**src/rtl/cpu_mem_arbiter.sv**
```systemverilog
// cpu_mem_arbiter: shares a single burst-oriented memory port between
// NUM_CH requesters (channel 0 = I-cache, channel 1 = D-cache).
// Each winner owns the port for a full BURST_LEN-beat transaction.
// Arbitration is fixed priority (ARB_MODE=0) or round-robin (ARB_MODE=1).
//
// Memory handshake (memValid/memReady): a beat transfers in every cycle where
// memValid and memReady are both high. While memValid is high and memReady is
// low, memAdr and memWrite stay stable and the beat counter holds. memWData is
// a live mux of the winner's reqWData, so the requester keeps its data stable
// until it sees its reqBeat strobe.
module cpu_mem_arbiter #(
  parameter int WORD_LENGTH = 32,
  parameter int NUM_CH      = 2,
  parameter int BURST_LEN   = 4,
  parameter int ARB_MODE    = 0
) (
  input  logic                          clk,
  input  logic                          rst,
  input  logic [NUM_CH-1:0]             reqValid,
  input  logic [NUM_CH-1:0]             reqWrite,
  input  logic [NUM_CH*WORD_LENGTH-1:0] reqAdr,
  input  logic [NUM_CH*WORD_LENGTH-1:0] reqWData,
  output logic [NUM_CH-1:0]             reqGrant,
  output logic [NUM_CH-1:0]             reqBeat,
  output logic [NUM_CH-1:0]             reqDone,
  output logic [WORD_LENGTH-1:0]        reqRData,
  output logic                          memValid,
  output logic                          memWrite,
  output logic [WORD_LENGTH-1:0]        memAdr,
  output logic [WORD_LENGTH-1:0]        memWData,
  input  logic                          memReady,
  input  logic [WORD_LENGTH-1:0]        memRData,
  output logic                          busy
);

  localparam int IDX_W = (NUM_CH > 1) ? $clog2(NUM_CH) : 1;
  localparam int CNT_W = (BURST_LEN > 1) ? $clog2(BURST_LEN) : 1;
  localparam int BYTES = WORD_LENGTH / 8;
  localparam logic [CNT_W-1:0] LAST_BEAT = CNT_W'(BURST_LEN - 1);

  typedef enum logic [1:0] {
    IDLE = 2'd0,
    BUSY = 2'd1,
    DONE = 2'd2
  } stateT;

  stateT                   state;
  stateT                   nextState;

  // Transaction context captured at grant time; later request changes are ignored.
  logic [IDX_W-1:0]        winnerIdx;
  logic [WORD_LENGTH-1:0]  baseAdr;
  logic                    writeLatched;
  logic [CNT_W-1:0]        beatCnt;
  logic [IDX_W-1:0]        lastGrant;
  logic [NUM_CH-1:0]       grantQ;

  logic                    arbFound;
  logic [IDX_W-1:0]        arbIdx;
  int                      bestDist;
  int                      chDist;

  logic [WORD_LENGTH-1:0]  adrArr   [NUM_CH];
  logic [WORD_LENGTH-1:0]  wDataArr [NUM_CH];
  logic [NUM_CH-1:0]       winnerOneHot;
  logic [WORD_LENGTH-1:0]  beatAdr;

  // Split the flat per-channel buses into word arrays for indexed selection.
  always_comb begin
    for (int c = 0; c < NUM_CH; c++) begin
      adrArr[c]   = reqAdr[c*WORD_LENGTH +: WORD_LENGTH];
      wDataArr[c] = reqWData[c*WORD_LENGTH +: WORD_LENGTH];
    end
  end

  // Pick the requester closest to the search start: channel 0 in fixed mode,
  // lastGrant+1 (mod NUM_CH) in round-robin mode.
  always_comb begin
    arbFound = 1'b0;
    arbIdx   = '0;
    bestDist = NUM_CH;
    chDist   = 0;
    for (int c = 0; c < NUM_CH; c++) begin
      if (ARB_MODE == 1 && NUM_CH > 1) begin
        chDist = (c + NUM_CH - 1 - int'(lastGrant)) % NUM_CH;
      end else begin
        chDist = c;
      end
      if (reqValid[c] && (chDist < bestDist)) begin
        arbFound = 1'b1;
        bestDist = chDist;
        arbIdx   = IDX_W'(c);
      end
    end
  end

  assign winnerOneHot = NUM_CH'(1) << winnerIdx;
  // Wraps modulo 2^WORD_LENGTH by truncation.
  assign beatAdr      = baseAdr + (WORD_LENGTH'(beatCnt) * WORD_LENGTH'(BYTES));
  assign reqGrant     = grantQ;

  // State register; reset drops straight to IDLE, abandoning any burst.
  always_ff @(posedge clk or negedge rst) begin
    if (!rst) begin
      state <= IDLE;
    end else begin
      state <= nextState;
    end
  end

  // Next state and all combinational outputs; everything is zero outside BUSY/DONE.
  always_comb begin
    nextState = state;
    busy      = 1'b0;
    memValid  = 1'b0;
    memWrite  = 1'b0;
    memAdr    = '0;
    memWData  = '0;
    reqRData  = '0;
    reqBeat   = '0;
    reqDone   = '0;
    case (state)
      IDLE: begin
        if (arbFound) begin
          nextState = BUSY;
        end
      end
      BUSY: begin
        busy     = 1'b1;
        memValid = 1'b1;
        memWrite = writeLatched;
        memAdr   = beatAdr;
        memWData = wDataArr[winnerIdx];
        reqRData = memRData;
        if (memReady) begin
          reqBeat = winnerOneHot;
          if (beatCnt == LAST_BEAT) begin
            nextState = DONE;
          end
        end
      end
      DONE: begin
        busy      = 1'b1;
        reqDone   = winnerOneHot;
        nextState = IDLE;
      end
      default: begin
        nextState = IDLE;
      end
    endcase
  end

  // Capture the winner's context on grant, advance the beat counter, drop the grant after DONE.
  always_ff @(posedge clk or negedge rst) begin
    if (!rst) begin
      winnerIdx    <= '0;
      baseAdr      <= '0;
      writeLatched <= 1'b0;
      beatCnt      <= '0;
      lastGrant    <= IDX_W'(NUM_CH - 1);
      grantQ       <= '0;
    end else begin
      case (state)
        IDLE: begin
          if (arbFound) begin
            winnerIdx    <= arbIdx;
            baseAdr      <= adrArr[arbIdx];
            writeLatched <= reqWrite[arbIdx];
            beatCnt      <= '0;
            lastGrant    <= arbIdx;
            grantQ       <= NUM_CH'(1) << arbIdx;
          end
        end
        BUSY: begin
          if (memReady && (beatCnt != LAST_BEAT)) begin
            beatCnt <= beatCnt + CNT_W'(1);
          end
        end
        default: begin
          grantQ <= '0;
        end
      endcase
    end
  end

endmodule

```
**config.mk**
```make
export PLATFORM = sky130hd
export DESIGN_NAME = cpu_mem_arbiter
export DESIGN_NICKNAME = d
export VERILOG_FILES = /design/src/rtl/cpu_mem_arbiter.sv
export SDC_FILE = /design/constraint.sdc
export NUM_CORES = 1
export LEC_CHECK = 0
export ABC_AREA = 1
export BUFFER_PORTS_ARGS = -buffer_cell sky130_fd_sc_hd__buf_2
export CORE_MARGIN = 5
export CORE_UTILIZATION = 37
export DETAILED_ROUTE_END_ITERATION = 10
export PLACE_DENSITY_LB_ADDON = 0.3
export SYNTH_ARGS = -nofsm -noshare
export SYNTH_HDL_FRONTEND = slang
export SYNTH_SLANG_ARGS = --single-unit
```
**constraint.sdc**
```tcl
create_clock -name clk -period 2 [get_ports clk]
set_input_delay 0.4 -clock clk [delete_from_list [all_inputs] [get_ports clk]]
set_output_delay 0.4 -clock clk [all_outputs]
set_load 0.01 [all_outputs]
```
==> Word-level counts from Yosys, hierarchy flattened <==
Index checks and enable logic that the tools add are counted.
{ "totals": {"in_bits": 167, "register_bits": 40} }
{ "classes": {"n_bitwise": 3, "mux": 30, "shift": 2, "reduce_logical": 9, "n_eq_ne": 8, "order_cmp": 4, "n_addsub": 2} }
{ "ops": {"columns": ["operator", "n"], "rows": [
  ["$mux 32", 9],
  ["$add 32x4->32", 1],
  ["$lt 2x32->1 const A", 1],
  ["$mux 2", 10],
  ["$pmux 2 s2", 3],
  ["$ne 2x2->1 const B", 5],
  ["$mux 1", 8],
  ["$reduce_and 3->1", 2],
  ["$eq 2x2->1 const B", 2],
  ["$ge 2x2->1 const B", 2],
  ["$not 1->2", 2],
  ["$reduce_and 2->1", 2],
  ["$shl 1x1->2 const A", 2],
  ["$add 2x1->2 const B", 1],
  ["$eq 2x1->1 const B", 1],
  ["$logic_and 1x1->1", 2],
  ["$logic_not 2->1", 1],
  ["$lt 1x2->1 const B", 1],
  ["$reduce_bool 2->1", 1],
  ["$reduce_or 2->1", 1],
  ["$not 1->1", 1]
]} }

==> Logic depth before layout (Yosys ltp) <==
Gate-level depths: netlist (run 1).
{ "depth": {"depth_word": 8, "ltp_mapped": 9} }

==> Worst setup path after synthesis (run 1) <==
Ideal clock, no wire load.
{ "synth_timing": {"path_kind": "register to output", "startpoint": "register beatCnt[0]", "endpoint": "output port memAdr[18]", "path_slack_ns": -0.047, "required_time_ns": 1.600, "stages_incl_launch_ff": 9, "path_buffers": 0, "arrival_time_ns": 1.647, "cell_sequence": "dfrtp_1 -> ha_1 -> fa_1 -> nand3_1 -> inv_1 -> nand2_2 -> nor2_1 -> xor2_1 -> nor2_1"} }
{ "synth_via": {"elab_chain_len": 2} }
{ "synth_rtl": {"columns": ["element", "line", "source"], "rows": [
  ["start: declaration", "54", "logic [CNT_W-1:0] beatCnt;"],
  ["start signal: assignment", "176", "beatCnt <= beatCnt + CNT_W'(1);"],
  ["$add 32x4->32", "99", "assign beatAdr = baseAdr + (WORD_LENGTH'(beatCnt) * WORD_LENGTH'(BYTES));"],
  ["$mux 32", "122", "case (state)"],
  ["end: declaration", "29", "output logic [WORD_LENGTH-1:0] memAdr,"]
]} }
Every way passes these cells.

==> Worst setup path after layout (run 1) <==
{ "layout_timing": {"startpoint": "register baseAdr[3]", "endpoint": "output port memAdr[27]"} }
{ "layout_via": {"elab_chain_len": 2} }
{ "layout_rtl": {"columns": ["element", "line", "source"], "rows": [
  ["start: declaration", "52", "logic [WORD_LENGTH-1:0] baseAdr;"],
  ["start signal: assignment", "167", "baseAdr <= adrArr[arbIdx];"],
  ["$add 32x4->32", "99", null],
  ["$mux 32", "122", null]
]} }
Every way passes these cells.

==> impl_results.html, run 1 <==
<table>
<tr><th>Metric</th><th>Value</th></tr>
<tr><th colspan="2">Placed design</th></tr>
<tr><td>Detailed-placement wirelength estimate</td><td>10800 µm</td></tr>
<tr><td>Port Buffers</td><td>271</td></tr>
<tr><td>DP Area</td><td>5180 µm²</td></tr>
<tr><td>Final estimated routing congestion in global placement</td><td>0.934</td></tr>
<tr><th colspan="2">Route</th></tr>
<tr><td>Highest routing layer actually used</td><td>met4</td></tr>
<tr><td>Iter 0 DRT Violations</td><td>303</td></tr>
<tr><td>Detailed-router iteration count before antenna repair</td><td>4</td></tr>
<tr><td>Routed wl met2</td><td>6350 µm</td></tr>
<tr><td>Avg WL per Cell</td><td>13.2 µm</td></tr>
<tr><td>Drc violations</td><td>0</td></tr>
<tr><td>M1 wire length</td><td>5740 µm</td></tr>
<tr><td>Final wirelength</td><td>13600 µm</td></tr>
<tr><td>DRT antenna net count</td><td>0</td></tr>
<tr><td>Routed wire length on met3</td><td>1310 µm</td></tr>
<tr><td>Number of vias in the routed layout</td><td>4783</td></tr>
<tr><td>Via/cell ratio</td><td>4.64</td></tr>
<tr><th colspan="2">Clock tree</th></tr>
<tr><td>Clock tree from TritonCTS</td><td>built</td></tr>
<tr><td>Clock edge transition at the registers on the reported setup and hold paths</td><td>0.08 ns</td></tr>
<tr><td>Cell chosen for the clock root</td><td>sky130_fd_sc_hd__clkbuf_8</td></tr>
<tr><td>Number of H-tree levels</td><td>2</td></tr>
<tr><td>Total CTS buffers</td><td>5</td></tr>
<tr><td>Number of buffers on the longest clock path</td><td>2</td></tr>
<tr><td>CTS hold repair buffers</td><td>0</td></tr>
<tr><td>Insertion delay of the later-clocked pin in the worst-skew pair</td><td>0.30 ns</td></tr>
<tr><td># clock sinks</td><td>40</td></tr>
<tr><th colspan="2">Pwr</th></tr>
<tr><td>Internal Dissipation</td><td>3.27 mW</td></tr>
<tr><td>Pleak</td><td>3.29 nW</td></tr>
<tr><td>Part of the power in registers</td><td>24.8%</td></tr>
<tr><td>Switching component of the power</td><td>3.49 mW</td></tr>
<tr><td>Design Power</td><td>6.77 mW</td></tr>
<tr><td>Power per cell area</td><td>1240 nW/µm²</td></tr>
<tr><td>Proportion of total power due to net switching</td><td>51.6%</td></tr>
<tr><td>Max VDD drop</td><td>0.544 mV</td></tr>
<tr><td>Part of the power in the clock network</td><td>8.6%</td></tr>
<tr><td>Part of the power in combinational logic</td><td>66.6%</td></tr>
<tr><th colspan="2">Setup path</th></tr>
<tr><td>Number of cells on the worst reg-to-reg path</td><td>6</td></tr>
<tr><td>Kind of critical path</td><td>flop to output pin</td></tr>
<tr><td>Crit Path Max Fanout</td><td>8</td></tr>
<tr><td>Critical Path, Cell by Cell</td><td>ha_1 &gt; nand2_1 &gt; nand2_2 &gt; nand3_4 &gt; nor2_8 &gt; nand2_2 &gt; nand2_1 &gt; nand2_1 &gt; nor2_1 &gt; buf_2</td></tr>
<tr><td>CP arrival</td><td>1.95 ns</td></tr>
<tr><td>Setup crit start kind</td><td>flop</td></tr>
<tr><td>Critical Path Most Common Cell</td><td>sky130_fd_sc_hd__nand2_1</td></tr>
<tr><td>Family of cells with the greatest summed delay on the critical path</td><td>simple AND/OR/NAND/NOR gates</td></tr>
<tr><td>Required time of the critical path</td><td>1.60 ns</td></tr>
<tr><td>Number of buffers and inverters on the critical path</td><td>1</td></tr>
<tr><td>WP depth</td><td>10</td></tr>
<tr><td>Standard cell with the maximum stage delay on the critical path</td><td>sky130_fd_sc_hd__dfrtp_1</td></tr>
<tr><td>Endpoint class of the critical path</td><td>output pin</td></tr>
<tr><td>Biggest cell delay along the critical path</td><td>0.43 ns</td></tr>
<tr><th colspan="2">Synthesis</th></tr>
<tr><td>Sequential fraction of the synthesis area</td><td>27.8%</td></tr>
<tr><td>Number of synthesized register bits</td><td>40</td></tr>
<tr><td>Number of warnings issued by yosys</td><td>0</td></tr>
<tr><td>Share of synthesized registers carrying an async set or reset</td><td>100%</td></tr>
<tr><td>Most frequently used flop master after synthesis</td><td>sky130_fd_sc_hd__dfrtp_1</td></tr>
<tr><td>Total standard cell area after synthesis</td><td>3600 µm²</td></tr>
<tr><td>Mapped Avg Cell Area</td><td>5.77 µm²</td></tr>
<tr><td>Number of nets produced by synthesis</td><td>799</td></tr>
<tr><td>Count of unique library cells instantiated by Yosys</td><td>28</td></tr>
<tr><td>Post-Syn Instances</td><td>625</td></tr>
<tr><td>Post-synth EDFFs</td><td>0</td></tr>
<tr><th colspan="2">STA</th></tr>
<tr><td>Shortest clock period the worst path allows after layout</td><td>2.35 ns</td></tr>
<tr><td>Worst hold-check slack</td><td>0.0944 ns</td></tr>
<tr><td>Slew at the pin with the worst max-slew slack</td><td>0.592 ns</td></tr>
<tr><td>RSZ-0062 raised after global routing</td><td>yes</td></tr>
<tr><td>Fin crit share</td><td>117%</td></tr>
<tr><td># setup viols final</td><td>29</td></tr>
<tr><td>Worst clock skew</td><td>0.00743 ns</td></tr>
<tr><td>Minimum setup slack in the final design</td><td>-0.347 ns</td></tr>
<tr><td>Count of final max-slew check failures</td><td>0</td></tr>
<tr><td>Max Clock Freq</td><td>426 MHz</td></tr>
<tr><td>Number of hold violations in the final report</td><td>0</td></tr>
<tr><td>Worst slew margin relative to its limit</td><td>60.5%</td></tr>
<tr><th colspan="2">Floorplan</th></tr>
<tr><td>Core Footprint</td><td>9640 µm²</td></tr>
<tr><td># IOs</td><td>272</td></tr>
<tr><td>Total Die Area</td><td>11800 µm²</td></tr>
<tr><td>Horiz. Die Dim</td><td>109 µm</td></tr>
<tr><td>Total number of placement rows</td><td>36</td></tr>
<tr><td>Die height</td><td>109 µm</td></tr>
<tr><td>Starting utilization of the core area</td><td>37.4%</td></tr>
<tr><th colspan="2">Cells and area</th></tr>
<tr><td>Share of final-layout standard cells stronger than drive strength 1</td><td>38.7%</td></tr>
<tr><td>Count of inserted antenna diode cells</td><td>0</td></tr>
<tr><td>Total number of nets in the final design</td><td>1070</td></tr>
<tr><td>Synth-to-Final Area Change</td><td>51.2%</td></tr>
<tr><td>Fillers</td><td>1056</td></tr>
<tr><td>Final design area excluding fillers</td><td>5450 µm²</td></tr>
<tr><th colspan="2">Job</th></tr>
<tr><td>Max-Cap Viols</td><td>0</td></tr>
<tr><th colspan="2">Global routing</th></tr>
<tr><td>Antenna violations before repair</td><td>0</td></tr>
<tr><td>Vias in the first global route</td><td>4264</td></tr>
<tr><td>Wire length of the first global-routing pass</td><td>20400 µm</td></tr>
<tr><td>Largest net degree at the start of global routing</td><td>68</td></tr>
<tr><td>All-Layer GR Usage</td><td>21.3%</td></tr>
<tr><td>Overflow after GRT</td><td>0</td></tr>
<tr><th colspan="2">Min path</th></tr>
<tr><td>Worst min-delay path class</td><td>input port to async pin</td></tr>
<tr><th colspan="2">Status</th></tr>
<tr><td>Status</td><td>finished, violations left</td></tr>
<tr><td>Violated checks</td><td>negative setup slack</td></tr>
</table>
synthesized netlist by cell type (all sizes together), types with 3 or more instances:
master,instances,area share (%)
o21ai,33,4.6
nand2,225,24
ha,6,2.1
dfrtp,40,28
nand3,16,2.4
o22ai,17,3.0
clkbuf,13,1.4
xor2,3,0.73
inv,80,8.3
nand3b,3,0.62
nor3,3,0.42
nor2,98,12
a31oi,16,2.8
buf,18,2.5
a21oi,49,6.8
cells in the final DEF (no fill, tap or decap), types with 2 or more instances in the layout:
cell type,instances
sky130_fd_sc_hd__nand2_1,217
sky130_fd_sc_hd__a21oi_2,6
sky130_fd_sc_hd__xor2_1,3
sky130_fd_sc_hd__dfrtp_1,39
sky130_fd_sc_hd__inv_1,75
sky130_fd_sc_hd__nand3_2,4
sky130_fd_sc_hd__nor2_2,7
sky130_fd_sc_hd__inv_2,5
sky130_fd_sc_hd__a31oi_1,16
sky130_fd_sc_hd__buf_6,2
sky130_fd_sc_hd__o21ai_1,6
sky130_fd_sc_hd__nor3_2,2
sky130_fd_sc_hd__a21oi_1,43
sky130_fd_sc_hd__o21ai_0,27
sky130_fd_sc_hd__buf_4,20
sky130_fd_sc_hd__clkbuf_8,6
sky130_fd_sc_hd__nand2_4,3
sky130_fd_sc_hd__buf_2,269
sky130_fd_sc_hd__nor2_1,85
sky130_fd_sc_hd__ha_1,4
sky130_fd_sc_hd__nand3b_1,3
sky130_fd_sc_hd__buf_12,4
sky130_fd_sc_hd__nand2_2,5
sky130_fd_sc_hd__nor2_4,5
sky130_fd_sc_hd__nand3_1,11
sky130_fd_sc_hd__o22ai_1,17
worst paths after layout:
| path | start | endpoint | slack, ns |
|---|---|---|---|
| min in group clk | reqAdr[55] | baseAdr[23] | 0.35 |
| worst min register to register | reqGrant[0] | reqGrant[0] | 0.49 |
| worst max register to register | state[0] | baseAdr[25] | 0.32 |
| worst max-delay path | baseAdr[3] | memAdr[27] | -0.35 |
| max in group asynchronous | rst | winnerIdx | 1.35 |
| worst min-delay path | rst | baseAdr[18] | 0.09 |
per-layer routing:
| metal | up-vias | global-route usage [%] |
|---|---|---|
| li1 | 2499 | - |
| met1 | 2083 | 28.2 |
| met2 | 186 | 35.1 |
| met3 | 15 | 5.51 |
| met4 | 0 | 4.24 |
| met5 | - | 0 |
what timing repair did:
action,4_1_cts,5_1_grt
gates resized for setup,11,21
buffers inserted,3,4
pin swaps,7,14
setup endpoints to repair,63,88
logic make-up after synthesis:
group | synth area share (%)
compound gates | 17.7
xor+xnor | 0.729
fa+ha+maj | 2.64
buf+inv | 12.3
flops | 27.8
simple gates | 38.8
worst register-to-register path: stages, from the launching register on:
cell                      delay (ns)
sky130_fd_sc_hd__dfrtp_1        0.41
sky130_fd_sc_hd__inv_1          0.12
sky130_fd_sc_hd__ha_1           0.27
sky130_fd_sc_hd__o21a_2         0.20
sky130_fd_sc_hd__buf_12         0.25
sky130_fd_sc_hd__o21ai_0        0.22
sky130_fd_sc_hd__o22ai_1        0.14
flip-flops by register name (all words and copies together) (netlist names):
register / cells
beatCnt: 2
writeLatched: 1
state: 2
baseAdr: 32
winnerIdx: 1
reqGrant: 2
power by group through the flow:
stage / logic [mW] / registers (mW) / clock network [mW]
after floorplan: 2.73 / 1.51 / 0
after global placement: 4.30 / 1.64 / 0
after detailed placement: 4.31 / 1.65 / 0
after CTS: 4.42 / 1.64 / 0.590
after global routing: 5.08 / 1.74 / 0.632
final: 4.51 / 1.67 / 0.585
cell type report:
type                            count  area (µm²)  share of cell area (%)
Clock buffer                        6        82.6                    1.52
Timing Repair Buffer              295        1600                    29.3
Inverter                           81         304                    5.58
Sequential cell                    40        1000                    18.4
Multi-Input combinational cell    473        2280                    41.9
Clock inverter                      2        13.8                   0.253
Tap cell                          133         166                    3.05
per-stage QoR:
step / utilization, % / worst slack, ns / TNS, ns / instances
floorplan: - / 0.0358 / 0 / 625
global placement: 53.7 / -0.0533 / -0.125 / 1015
detailed placement: 53.7 / -0.0934 / -0.476 / 1015
CTS: 55.3 / -0.344 / -9.41 / 1026
global route: 56.5 / -0.437 / -11.84 / 1030
finish: 56.5 / -0.347 / -7.60 / 1030
Note: power is estimated with default switching activity, not from simulation.
==> run 2, diff against run 1 <==
- SKIP_CTS_REPAIR_TIMING: not set -> 1
==> impl_results.html, run 2 (same netlist as run 1, synthesis figures left out) <==
<table>
<tr><th>Metric</th><th>Value</th></tr>
<tr><th colspan="2">Status</th></tr>
<tr><td>Status</td><td>finished, violations left</td></tr>
<tr><td>Violated checks</td><td>negative setup slack</td></tr>
<tr><th colspan="2">Setup path</th></tr>
<tr><td>Kind of critical path</td><td>flop to output pin</td></tr>
<tr><td>Endpoint of the worst setup timing path</td><td>memAdr[20]</td></tr>
<tr><td>Setup crit start kind</td><td>flop</td></tr>
<tr><td>End of the worst register-to-register path</td><td>baseAdr[25]</td></tr>
<tr><td>Launch instance of the worst register-to-register path</td><td>state[0]</td></tr>
<tr><td>Required time of the critical path</td><td>1.60 ns</td></tr>
<tr><td>Crit. Startpoint</td><td>beatCnt[0]</td></tr>
<tr><td>Number of cells on the worst reg-to-reg path</td><td>6</td></tr>
<tr><td>CP arrival</td><td>1.98 ns</td></tr>
<tr><td>Crit Path Max Fanout</td><td>4</td></tr>
<tr><td>Endpoint class of the critical path</td><td>output pin</td></tr>
<tr><td>Reg2reg setup slack</td><td>0.34 ns</td></tr>
<tr><th colspan="2">Pwr</th></tr>
<tr><td>Power per cell area</td><td>1240 nW/µm²</td></tr>
<tr><td>Pleak</td><td>3.25 nW</td></tr>
<tr><td>Part of the power in the clock network</td><td>8.7%</td></tr>
<tr><td>Proportion of total power due to net switching</td><td>51.6%</td></tr>
<tr><td>Part of the power in combinational logic</td><td>66.2%</td></tr>
<tr><td>Design Power</td><td>6.69 mW</td></tr>
<tr><td>Switching component of the power</td><td>3.45 mW</td></tr>
<tr><td>Internal Dissipation</td><td>3.24 mW</td></tr>
<tr><td>Max VDD drop</td><td>0.545 mV</td></tr>
<tr><td>Part of the power in registers</td><td>25.2%</td></tr>
<tr><th colspan="2">STA</th></tr>
<tr><td>Setup Total Neg Slack</td><td>-7.65 ns</td></tr>
<tr><td># setup viols final</td><td>29</td></tr>
<tr><td>RSZ-0062 raised after global routing</td><td>yes</td></tr>
<tr><td>Minimum setup slack in the final design</td><td>-0.378 ns</td></tr>
<tr><td>Max Clock Freq</td><td>421 MHz</td></tr>
<tr><td>Worst clock skew</td><td>0.00655 ns</td></tr>
<tr><td>Fin crit share</td><td>119%</td></tr>
<tr><td>Shortest clock period the worst path allows after layout</td><td>2.38 ns</td></tr>
<tr><td>Slew at the pin with the worst max-slew slack</td><td>0.585 ns</td></tr>
<tr><td>Worst slew margin relative to its limit</td><td>61.0%</td></tr>
<tr><td>Count of final max-slew check failures</td><td>0</td></tr>
<tr><td>Number of hold violations in the final report</td><td>0</td></tr>
<tr><th colspan="2">Job</th></tr>
<tr><td>Max-Cap Viols</td><td>0</td></tr>
<tr><th colspan="2">Cells and area</th></tr>
<tr><td>Final design area excluding fillers</td><td>5400 µm²</td></tr>
<tr><td>Share of final-layout standard cells stronger than drive strength 1</td><td>38.2%</td></tr>
<tr><td>Register with the highest flop count</td><td>baseAdr</td></tr>
<tr><td>Most common library cell in the layout ignoring fill and taps</td><td>sky130_fd_sc_hd__buf_2</td></tr>
<tr><td>Flip-flop count of the largest register after layout</td><td>32</td></tr>
<tr><td>Count of inserted antenna diode cells</td><td>0</td></tr>
<tr><td>Total number of nets in the final design</td><td>1066</td></tr>
<tr><td>Top library cells by usage in the layout, fill and taps aside</td><td>270 x sky130_fd_sc_hd__buf_2, 218 x sky130_fd_sc_hd__nand2_1, 86 x sky130_fd_sc_hd__nor2_1, 75 x sky130_fd_sc_hd__inv_1, 45 x sky130_fd_sc_hd__a21oi_1</td></tr>
<tr><td>Synth-to-Final Area Change</td><td>49.9%</td></tr>
<tr><th colspan="2">Clock tree</th></tr>
<tr><td>Number of buffers on the longest clock path</td><td>2</td></tr>
<tr><td># clock sinks</td><td>40</td></tr>
<tr><td>Cell chosen for the clock root</td><td>sky130_fd_sc_hd__clkbuf_8</td></tr>
<tr><td>Total CTS buffers</td><td>5</td></tr>
<tr><td>Insertion delay of the later-clocked pin in the worst-skew pair</td><td>0.29 ns</td></tr>
<tr><td>Number of H-tree levels</td><td>2</td></tr>
<tr><td>Clock edge transition at the registers on the reported setup and hold paths</td><td>0.08 ns</td></tr>
<tr><td>Clock tree from TritonCTS</td><td>built</td></tr>
<tr><th colspan="2">Placed design</th></tr>
<tr><td>Detailed-placement wirelength estimate</td><td>10800 µm</td></tr>
<tr><td>DP Area</td><td>5180 µm²</td></tr>
<tr><td>Port Buffers</td><td>271</td></tr>
<tr><td>Final estimated routing congestion in global placement</td><td>0.934</td></tr>
<tr><th colspan="2">Global routing</th></tr>
<tr><td>Overflow after GRT</td><td>0</td></tr>
<tr><td>Antenna violations before repair</td><td>0</td></tr>
<tr><td>Wire length of the first global-routing pass</td><td>20300 µm</td></tr>
<tr><td>All-Layer GR Usage</td><td>21.2%</td></tr>
<tr><td>Largest net degree at the start of global routing</td><td>68</td></tr>
<tr><td>Vias in the first global route</td><td>4240</td></tr>
<tr><th colspan="2">Route</th></tr>
<tr><td>Number of vias in the routed layout</td><td>4735</td></tr>
<tr><td>Via/cell ratio</td><td>4.62</td></tr>
<tr><td>Avg WL per Cell</td><td>13.2 µm</td></tr>
<tr><td>Final wirelength</td><td>13500 µm</td></tr>
<tr><td>Detailed-router iteration count before antenna repair</td><td>5</td></tr>
<tr><td>DRT antenna net count</td><td>0</td></tr>
<tr><td>Drc violations</td><td>0</td></tr>
<tr><td>Iter 0 DRT Violations</td><td>264</td></tr>
<tr><th colspan="2">Floorplan</th></tr>
<tr><td># IOs</td><td>272</td></tr>
<tr><td>Horiz. Die Dim</td><td>109 µm</td></tr>
<tr><td>Starting utilization of the core area</td><td>37.4%</td></tr>
<tr><td>Total Die Area</td><td>11800 µm²</td></tr>
<tr><td>Total number of placement rows</td><td>36</td></tr>
<tr><td>Core Footprint</td><td>9640 µm²</td></tr>
<tr><td>Die height</td><td>109 µm</td></tr>
<tr><th colspan="2">Min path</th></tr>
<tr><td>Worst min-delay path class</td><td>input port to async pin</td></tr>
</table>
==> run 2: layout make-up <==
class / instances / area, µm²
fill: 1049 / 4240
inverter: 81 / 304
timing repair buffer: 291 / 1560
tap: 133 / 166
clock buffer: 6 / 82.6
sequential: 40 / 1000
multi-input combinational: 473 / 2270
clock inverter: 2 / 13.8
==> run 2: metrics by stage <==
stage               setup WS [ns]  util [%]  cells  hold WS [ns]
global placement          -0.0533      53.7   1015         0.424
CTS                        -0.422      54.7   1023         0.109
detailed placement        -0.0934      53.7   1015         0.431
floorplan                  0.0358         -    625         0.104
global route               -0.474      56.0   1026         0.135
finish                     -0.378      56.0   1026        0.0977
==> run 2: power groups by stage <==
stage	Combinational, mW	Clock [mW]	Sequential [mW]
after floorplan	2.73	0	1.51
after global placement	4.30	0	1.64
after detailed placement	4.31	0	1.65
after CTS	4.33	0.590	1.64
after global routing	5.01	0.632	1.75
final	4.43	0.579	1.69
==> run 2: worst min path at each step <==
stage / slack (ns) / endpoint / cells after the start / from
6_report: 0.1 / baseAdr[18] / 1 / rst
3_3_place_gp: 0.42 / baseAdr[30] / 1 / rst
5_1_grt: 0.14 / baseAdr[27] / 1 / rst
2_1_floorplan: 0.10 / baseAdr[0] / 0 / rst
4_1_cts: 0.11 / baseAdr[18] / 1 / rst
3_5_place_dp: 0.43 / baseAdr[30] / 1 / rst
==> run 2: critical path: stages, from the launching register on <==
cell,delay (ns)
sky130_fd_sc_hd__dfrtp_1,0.42
sky130_fd_sc_hd__ha_4,0.18
sky130_fd_sc_hd__fa_2,0.40
sky130_fd_sc_hd__nand3_2,0.10
sky130_fd_sc_hd__inv_2,0.06
sky130_fd_sc_hd__nand3b_1,0.13
sky130_fd_sc_hd__nor2_1,0.07
sky130_fd_sc_hd__nand2_1,0.05
sky130_fd_sc_hd__nand2_1,0.05
sky130_fd_sc_hd__nor2_1,0.08
sky130_fd_sc_hd__buf_2,0.14
==> run 2: routing by layer <==
| metal | wire, µm | share of wire (%) | track usage, % | vias to the layer above |
|---|---|---|---|---|
| met5 | 0 | 0 | 0 | - |
| met4 | 172 | 1.3 | 4.42 | 0 |
| met3 | 1380 | 10 | 5.45 | 12 |
| met2 | 6310 | 47 | 34.9 | 191 |
| met1 | 5650 | 42 | 28.2 | 2039 |
| li1 | - | - | - | 2493 |
==> run 3, diff against run 2 <==
- PLACE_DENSITY: not set -> 0.78
- PLACE_DENSITY_LB_ADDON: 0.3 -> not set
- RECOVER_POWER: not set -> 100
==> impl_results.html, run 3 (same netlist as run 1, synthesis figures left out) <==
<table>
<tr><th>Metric</th><th>Value</th></tr>
<tr><th colspan="2">STA</th></tr>
<tr><td>Shortest clock period the worst path allows after layout</td><td>2.42 ns</td></tr>
<tr><td>Max Clock Freq</td><td>413 MHz</td></tr>
<tr><td>Worst slew margin relative to its limit</td><td>26.2%</td></tr>
<tr><td>Minimum setup slack in the final design</td><td>-0.420 ns</td></tr>
<tr><td># setup viols final</td><td>101</td></tr>
<tr><td>Number of hold violations in the final report</td><td>0</td></tr>
<tr><td>Worst hold-check slack</td><td>0.291 ns</td></tr>
<tr><td>Fin crit share</td><td>121%</td></tr>
<tr><td>Worst clock skew</td><td>0.0153 ns</td></tr>
<tr><td>RSZ-0062 raised after global routing</td><td>yes</td></tr>
<tr><td>Slew at the pin with the worst max-slew slack</td><td>1.11 ns</td></tr>
<tr><td>Count of final max-slew check failures</td><td>0</td></tr>
<tr><th colspan="2">Route</th></tr>
<tr><td>Number of vias in the routed layout</td><td>4914</td></tr>
<tr><td>Iter 0 DRT Violations</td><td>291</td></tr>
<tr><td>Final wirelength</td><td>14200 µm</td></tr>
<tr><td>Avg WL per Cell</td><td>13.7 µm</td></tr>
<tr><td>DRT antenna net count</td><td>0</td></tr>
<tr><td>Detailed-router iteration count before antenna repair</td><td>4</td></tr>
<tr><td>Via/cell ratio</td><td>4.74</td></tr>
<tr><td>Drc violations</td><td>0</td></tr>
<tr><th colspan="2">Floorplan</th></tr>
<tr><td>Core Footprint</td><td>9640 µm²</td></tr>
<tr><td>Total Die Area</td><td>11800 µm²</td></tr>
<tr><td>Starting utilization of the core area</td><td>37.4%</td></tr>
<tr><td>Horiz. Die Dim</td><td>109 µm</td></tr>
<tr><td># IOs</td><td>272</td></tr>
<tr><td>Die height</td><td>109 µm</td></tr>
<tr><td>Total number of placement rows</td><td>36</td></tr>
<tr><th colspan="2">Clock tree</th></tr>
<tr><td>Number of buffers on the longest clock path</td><td>2</td></tr>
<tr><td>Number of H-tree levels</td><td>2</td></tr>
<tr><td>Clock edge transition at the registers on the reported setup and hold paths</td><td>0.09 ns</td></tr>
<tr><td>Insertion delay of the later-clocked pin in the worst-skew pair</td><td>0.30 ns</td></tr>
<tr><td># clock sinks</td><td>40</td></tr>
<tr><td>Cell chosen for the clock root</td><td>sky130_fd_sc_hd__clkbuf_8</td></tr>
<tr><td>Total CTS buffers</td><td>5</td></tr>
<tr><td>Clock tree from TritonCTS</td><td>built</td></tr>
<tr><th colspan="2">Cells and area</th></tr>
<tr><td>Register with the highest flop count</td><td>baseAdr</td></tr>
<tr><td>Top library cells by usage in the layout, fill and taps aside</td><td>267 x sky130_fd_sc_hd__buf_2, 218 x sky130_fd_sc_hd__nand2_1, 85 x sky130_fd_sc_hd__nor2_1, 76 x sky130_fd_sc_hd__inv_1, 44 x sky130_fd_sc_hd__a21oi_1</td></tr>
<tr><td>Fillers</td><td>1020</td></tr>
<tr><td>Total number of nets in the final design</td><td>1077</td></tr>
<tr><td>Most common library cell in the layout ignoring fill and taps</td><td>sky130_fd_sc_hd__buf_2</td></tr>
<tr><td>Synth-to-Final Area Change</td><td>52.0%</td></tr>
<tr><td>Share of final-layout standard cells stronger than drive strength 1</td><td>37.8%</td></tr>
<tr><td>Final design area excluding fillers</td><td>5480 µm²</td></tr>
<tr><td>Flip-flop count of the largest register after layout</td><td>32</td></tr>
<tr><td>Count of inserted antenna diode cells</td><td>0</td></tr>
<tr><th colspan="2">Placed design</th></tr>
<tr><td>DP Area</td><td>5190 µm²</td></tr>
<tr><td>Place WS</td><td>-0.0934 ns</td></tr>
<tr><td>Final estimated routing congestion in global placement</td><td>0.863</td></tr>
<tr><td>Detailed-placement wirelength estimate</td><td>10800 µm</td></tr>
<tr><td>Port Buffers</td><td>271</td></tr>
<tr><th colspan="2">Global routing</th></tr>
<tr><td>Wire length of the first global-routing pass</td><td>20500 µm</td></tr>
<tr><td>Antenna violations before repair</td><td>0</td></tr>
<tr><td>All-Layer GR Usage</td><td>21.5%</td></tr>
<tr><td>Largest net degree at the start of global routing</td><td>68</td></tr>
<tr><td>Overflow after GRT</td><td>0</td></tr>
<tr><td>Vias in the first global route</td><td>4336</td></tr>
<tr><th colspan="2">Setup path</th></tr>
<tr><td>Critical Path Most Common Cell</td><td>sky130_fd_sc_hd__nand2_1</td></tr>
<tr><td>Standard cell with the maximum stage delay on the critical path</td><td>sky130_fd_sc_hd__dfrtp_1</td></tr>
<tr><td>Biggest cell delay along the critical path</td><td>0.40 ns</td></tr>
<tr><td>Required time of the critical path</td><td>1.60 ns</td></tr>
<tr><td>Crit Path Max Fanout</td><td>4</td></tr>
<tr><td>Endpoint class of the critical path</td><td>output pin</td></tr>
<tr><td>Setup crit start kind</td><td>flop</td></tr>
<tr><td>Critical Path, Cell by Cell</td><td>ha_2 &gt; fa_2 &gt; nand3_2 &gt; inv_2 &gt; nand3b_1 &gt; nor2_2 &gt; nand2_1 &gt; nand2_1 &gt; nor2_1 &gt; buf_2</td></tr>
<tr><td>CP arrival</td><td>2.02 ns</td></tr>
<tr><td>Kind of critical path</td><td>flop to output pin</td></tr>
<tr><th colspan="2">Min path</th></tr>
<tr><td>Worst min-delay path class</td><td>input port to async pin</td></tr>
<tr><th colspan="2">Pwr</th></tr>
<tr><td>Power per cell area</td><td>1290 nW/µm²</td></tr>
<tr><td>Max VDD drop</td><td>0.520 mV</td></tr>
<tr><td>Design Power</td><td>7.04 mW</td></tr>
<tr><td>Pleak</td><td>3.30 nW</td></tr>
<tr><th colspan="2">Status</th></tr>
<tr><td>Status</td><td>finished, violations left</td></tr>
<tr><td>Violated checks</td><td>negative setup slack</td></tr>
<tr><th colspan="2">Job</th></tr>
<tr><td>Max-Cap Viols</td><td>0</td></tr>
</table>
run 3: stage by stage:
stage | TNS (ns) | std cells | util [%]
after global routing | -29.30 | 1037 | 56.8
after CTS | -11.45 | 1027 | 55.0
after global placement | -0.302 | 1019 | 53.9
after floorplan | 0 | 625 | -
final | -16.88 | 1037 | 56.8
after detailed placement | -0.505 | 1019 | 53.9
run 3: path summary, 6_finish.rpt:
check                                   end   startpoint  cells after the start  slack (ns)
worst max register to register   beatCnt[0]     state[1]                      9       -0.14
worst min register to register  reqGrant[1]  reqGrant[1]                      2        0.51
max in group asynchronous       baseAdr[13]          rst                      2        0.57
min in group clk                baseAdr[13]   reqAdr[45]                      3        0.35
worst min-delay path             baseAdr[8]          rst                      1        0.29
worst max-delay path             memAdr[20]   baseAdr[2]                     10       -0.42
run 3: layer usage:
metal	GRT usage (%)	vias up	share of wire, %	wire (µm)
met5	0	-	0	0
met2	35.7	209	48	6870
li1	-	2514	-	-
met4	5.23	0	1.3	184
met1	29.9	2177	42	6030
met3	2.55	14	7.9	1120
run 3: area by class of cell:
cell class                      count  area [µm²]  area share [%]
Inverter                           81         304            5.55
Sequential cell                    40        1000            18.3
Timing Repair Buffer              302        1660            30.3
Clock inverter                      2        35.0           0.640
Clock buffer                        6        72.6            1.33
Multi-Input combinational cell    473        2230            40.8
Tap cell                          133         166            3.04
run 3: worst max-delay path, delay by kind of cell (launching register included):
kind          cells  cell delay, ns
flops             1            0.40
fa+ha+maj         2            0.59
simple gates      6            0.53
buf+inv           2            0.19
run 3: power by group:
part           switching, mW  internal, mW
combinational           2.83          1.91
clock                  0.295         0.371
sequential             0.426          1.21
total                   3.55          3.49
